**src/rtl/cpu_pkg.sv**
```systemverilog
// Shared constants and helpers for the CPU datapath register blocks.
package cpu_pkg;

  // Default data width of one register entry.
  localparam int DATA_W = 4;

  // Read latency selections for register file read ports.
  localparam int READ_LAT_COMB = 0;
  localparam int READ_LAT_REG  = 1;

  // Address width needed to index 'depth' entries (never below one bit).
  function automatic int addr_width(input int depth);
    return (depth < 2) ? 1 : $clog2(depth);
  endfunction

endpackage

```
**src/rtl/reg_file_rport.sv**
```systemverilog
// One read port of the register file: address decode, zero-register mask,
// write bypass and an optional output register.
module reg_file_rport
  import cpu_pkg::*;
#(
  parameter int WIDTH    = DATA_W,
  parameter int DEPTH    = 4,
  parameter int ADDR_W   = addr_width(DEPTH),
  parameter int READ_LAT = READ_LAT_REG,
  parameter int BYPASS   = 1,
  parameter int ZERO_REG = 0
) (
  input  logic              clk,
  input  logic              rst,
  input  logic              re,
  input  logic [ADDR_W-1:0] addr,
  input  logic [WIDTH-1:0]  mem [DEPTH],
  input  logic              we,
  input  logic [ADDR_W-1:0] waddr,
  input  logic [WIDTH-1:0]  wdata,
  output logic [WIDTH-1:0]  data
);

  localparam logic [ADDR_W:0] DEPTH_L = DEPTH[ADDR_W:0];

  logic             addr_ok;
  logic [WIDTH-1:0] sel;
  logic [WIDTH-1:0] data_q;

  // An address is readable when it is in range and not the hardwired zero entry.
  always_comb begin
    addr_ok = ({1'b0, addr} < DEPTH_L);
    if ((ZERO_REG != 0) && (addr == '0)) begin
      addr_ok = 1'b0;
    end
  end

  // Pick stored data, or the in-flight write data when bypass is enabled.
  always_comb begin
    sel = '0;
    if (addr_ok) begin
      if ((BYPASS != 0) && we && (waddr == addr)) begin
        sel = wdata;
      end else begin
        sel = mem[addr];
      end
    end
  end

  // Output register, loaded only on read enable; cleared by reset.
  always_ff @(posedge clk) begin
    if (rst) begin
      data_q <= '0;
    end else if (re) begin
      data_q <= sel;
    end
  end

  // In the combinational configuration the register is bypassed and trims away.
  always_comb begin
    data = (READ_LAT == READ_LAT_COMB) ? sel : data_q;
  end

endmodule

```
**src/rtl/reg_file_nd.sv**
```systemverilog
// Parametrised register file: one write port, two read ports (A and B),
// optional zero register and per-entry written-since-reset flags.
module reg_file_nd
  import cpu_pkg::*;
#(
  parameter int WIDTH    = DATA_W,
  parameter int DEPTH    = 4,
  parameter int ADDR_W   = addr_width(DEPTH),
  parameter int READ_LAT = READ_LAT_REG,
  parameter int BYPASS   = 1,
  parameter int ZERO_REG = 0
) (
  input  logic              clk,
  input  logic              rst,
  input  logic              we,
  input  logic [ADDR_W-1:0] waddr,
  input  logic [WIDTH-1:0]  wdata,
  input  logic              re,
  input  logic [ADDR_W-1:0] ra_addr,
  input  logic [ADDR_W-1:0] rb_addr,
  output logic [WIDTH-1:0]  ra_data,
  output logic [WIDTH-1:0]  rb_data,
  output logic [DEPTH-1:0]  wr_seen
);

  localparam logic [ADDR_W:0] DEPTH_L = DEPTH[ADDR_W:0];

  logic [WIDTH-1:0] mem [DEPTH];
  logic             write_ok;

  // A write lands only for an in-range address that is not the zero register.
  always_comb begin
    write_ok = we && ({1'b0, waddr} < DEPTH_L);
    if ((ZERO_REG != 0) && (waddr == '0)) begin
      write_ok = 1'b0;
    end
  end

  // Storage and sticky written flags; reset wins over any same-cycle write.
  always_ff @(posedge clk) begin
    if (rst) begin
      for (int i = 0; i < DEPTH; i++) begin
        mem[i] <= '0;
      end
      wr_seen <= '0;
    end else if (write_ok) begin
      mem[waddr]     <= wdata;
      wr_seen[waddr] <= 1'b1;
    end
  end

  reg_file_rport #(
    .WIDTH(WIDTH), .DEPTH(DEPTH), .ADDR_W(ADDR_W),
    .READ_LAT(READ_LAT), .BYPASS(BYPASS), .ZERO_REG(ZERO_REG)
  ) port_a (
    .clk(clk), .rst(rst), .re(re), .addr(ra_addr), .mem(mem),
    .we(we), .waddr(waddr), .wdata(wdata), .data(ra_data)
  );

  reg_file_rport #(
    .WIDTH(WIDTH), .DEPTH(DEPTH), .ADDR_W(ADDR_W),
    .READ_LAT(READ_LAT), .BYPASS(BYPASS), .ZERO_REG(ZERO_REG)
  ) port_b (
    .clk(clk), .rst(rst), .re(re), .addr(rb_addr), .mem(mem),
    .we(we), .waddr(waddr), .wdata(wdata), .data(rb_data)
  );

endmodule
```
**config.mk**
```make
export PLATFORM = sky130hd
export DESIGN_NAME = reg_file_nd
export DESIGN_NICKNAME = d
export VERILOG_FILES = /design/src/rtl/cpu_pkg.sv /design/src/rtl/reg_file_rport.sv /design/src/rtl/reg_file_nd.sv
export SDC_FILE = /design/constraint.sdc
export NUM_CORES = 1
export LEC_CHECK = 0
export BUFFER_PORTS_ARGS = -buffer_cell sky130_fd_sc_hd__buf_2
export CAP_MARGIN = 20
export CORE_MARGIN = 1.5
export CORE_UTILIZATION = 51
export DETAILED_ROUTE_END_ITERATION = 8
export PLACE_DENSITY = 0.73
export SYNTH_ARGS = -nofsm -noshare
export SYNTH_HDL_FRONTEND = slang
export SYNTH_SLANG_ARGS = --single-unit
```
**constraint.sdc**
```tcl
create_clock -name clk -period 1.85 [get_ports clk]
set_input_delay 0.37 -clock clk [delete_from_list [all_inputs] [get_ports clk]]
set_output_delay 0.37 -clock clk [all_outputs]
set_load 0.02 [all_outputs]
```
==> results_dict.tcl <==
set metrics [dict create \
    drtIter0Drc 35 \
    fmax_mhz 822 \
    clk_path_buf_depth 2 \
    wl_per_cell_um 16.0 \
    fp-row-count 19 \
    tightest_slew_ns 0.565 \
    path_clk_slew_ns 0.14 \
    grt.total_usage_pct 19.1 \
    syn_area_per_cell_um2 11.6 \
    ys_top_cells_by_count "28 x dfxtp_1, 26 x nor2_1, 16 x mux2i_1" \
    hold_viol_final 0 \
    gp_congestion 0.795 \
    ys_async_sr_fraction_pct 0 \
    regArea_um2 561 \
    r2r_slack_ns 0.66 \
    slowest_delay_ns 0.36 \
    final_util_pct 58.5 \
    post-route-period-util_pct 65.8 \
    endpoint_kind "primary output" \
    hpwlAfterDp_mm 2.20 \
    synth.lib_cells_used.distinct 20 \
    dp.cells 177 \
    drive_above_1_share_pct 36.7 \
    stdcell_area_um2 1640 \
    synth_warnings 0 \
    route.met3.wl_um 157 \
    insertion_delay_ns 0.32 \
    path_cells "buf_2" \
    p_leak_nw 0.693 \
    die_h_um 57.9 \
    cp_slowest_cell "dfxtp_1" \
    grt_pass1_wl_mm 4.93 \
    maxSlewHeadroom_pct 62.3 \
    final_cell_count_no_fill 181 \
    syn_inst 133 \
    setup-violations-final 0 \
    top_layer "met4" \
    post_cts_buffers 0 \
    ant_nets 0 \
    die_area_um2 3350 \
    areaGrowthSynthToFinish_pct 6.84 \
    cts_buffers 3 \
    synth_area_leaders "dfxtp_1 36%, mux4_2 12%, mux2i_1 10%, a311oi_2 7.8%, nor2_1 6.4%" \
    place.port_buffers 25 \
    drv_cap 0 \
    seq_area_frac_synth_pct 36.5 \
    critical_path_buf_inv_count 1 \
    via_count 1075 \
    drc 2 \
    ctsHoldBuffers 0 \
    yosysMostFrequentCell "dfxtp_1" \
    worst_ep_arrival_time_ns 0.85 \
    synth-main-ff-cell "dfxtp_1" \
    finalMaxSlewViolations 0 \
    criticalPathCategory "flip-flop to primary output" \
    io_pins 26 \
    powerDensity_nw_per_um2 713 \
    synth_top_cell_area_share_pct 36.5 \
    vdd_drop_max_mv 0.418 \
    outcome "complete, but fails checks" \
    synth_top_cell_by_area "dfxtp_1" \
    coreArea_um2 2810 \
    timing.hold.ws_ns 0.370 \
    finalNetCount 165 \
    report.power.total_mw 1.17 \
    gr-total-overflow 0 \
    crit_family "flip-flops" \
    grt_max_degree 29 \
    totalWireLength_mm 2.89 \
    required_ns 1.48 \
    multi_input_area_um2 852 \
    ctsResizeCount 0 \
    skew_ns 0.00358 \
    drt_first_pass_iters 6 \
    hp-class "input pin to flip-flop" \
    dp_slack_ns 0.346 \
    via_per_inst 5.94 \
    synth_area_um2 1540 \
    violations "design-rule violations" \
    start_kind "flip-flop" \
    setup_tns_ns 0 \
    syn_nets 147 \
    ys_seq_elements 28 \
    cts_sinks 28 \
    rsz0062_at_grt "no" \
    cts_max_level 1 \
    n_antenna_cell 0 \
    cts_tree "built" \
    wl_met1_mm 1.22 \
    clockRootBuffer "clkbuf_4" \
    synth_edf_count 0 \
    critPathMaxFanout 2 \
    nFillCells 244 \
    worst_slack_ns 0.633 \
    initial_core_util_pct 54.8 \
    fp.dieW_um 57.9 \
    place_area_um2 1610 \
    antenna_found_initial 0 \
    period_minus_slack_ns 1.22 \
    wl_met2_mm 1.47 \
    grt_pass1_vias 1080 \
]
[final cells by class]
class	count	area share, %
timing repair buffer	25	7.62
tap	31	2.36
clock buffer	4	2.21
sequential	28	34.1
inverter	4	1.75
multi-input combinational	89	51.9
[logic make-up after synthesis]
| logic type | count (synthesis) | share of synthesized area [%] |
|---|---|---|
| compound gates | 19 | 12.7 |
| xor+xnor | 8 | 8.47 |
| buf+inv | 16 | 8.06 |
| flops | 28 | 36.5 |
| mux | 24 | 22.1 |
| simple gates | 38 | 12.1 |
[routing by layer]
| layer | up-vias | track usage (%) |
|---|---|---|
| met2 | 36 | 33.8 |
| met4 | 0 | 6.31 |
| met1 | 510 | 24.2 |
| met5 | - | 0 |
| li1 | 523 | - |
| met3 | 6 | 2.46 |
[cells in the final DEF (no fill, tap or decap), drive strengths merged]
cell type and count:
dfxtp 28, nor2 26, buf 25, mux2i 16, mux4 8, o31ai 8, nand4 8, a311oi 8
xor2 4, xnor2 4, clkbuf 4, inv 3, a21oi 3, nand3b 2, nor3b 1, nand3 1
bufinv 1
[sequential cells by signal, indices dropped and copies added, names as in the netlist]
signal       flops
mem             16
port_a.data      4
port_b.data      4
wr_seen          4
[where the power goes]
group | switching (mW) | total, mW | internal (mW) | leakage (nW)
logic | 0.136 | 0.230 | 0.0938 | 0.443
clock network | 0.174 | 0.294 | 0.120 | 0.0210
registers | 0.0158 | 0.646 | 0.631 | 0.229
total | 0.325 | 1.17 | 0.845 | 0.693
[final timing paths]
| path | start | endpoint | cells past startpoint |
|---|---|---|---|
| worst min register to register | wr_seen[1]$_SDFFE_PP0P_ | wr_seen[1]$_SDFFE_PP0P_ | 2 |
| worst min-delay path | wdata[1] | mem[1]$_SDFFE_PP0P_ | 3 |
| worst max register to register | mem[3]$_SDFFE_PP0P_ | port_b.data[3]$_SDFFE_PP0P_ | 3 |
| worst max-delay path | port_b.data[2]$_SDFFE_PP0P_ | rb_data[2] | 1 |
(Power assumes the default switching activity.)
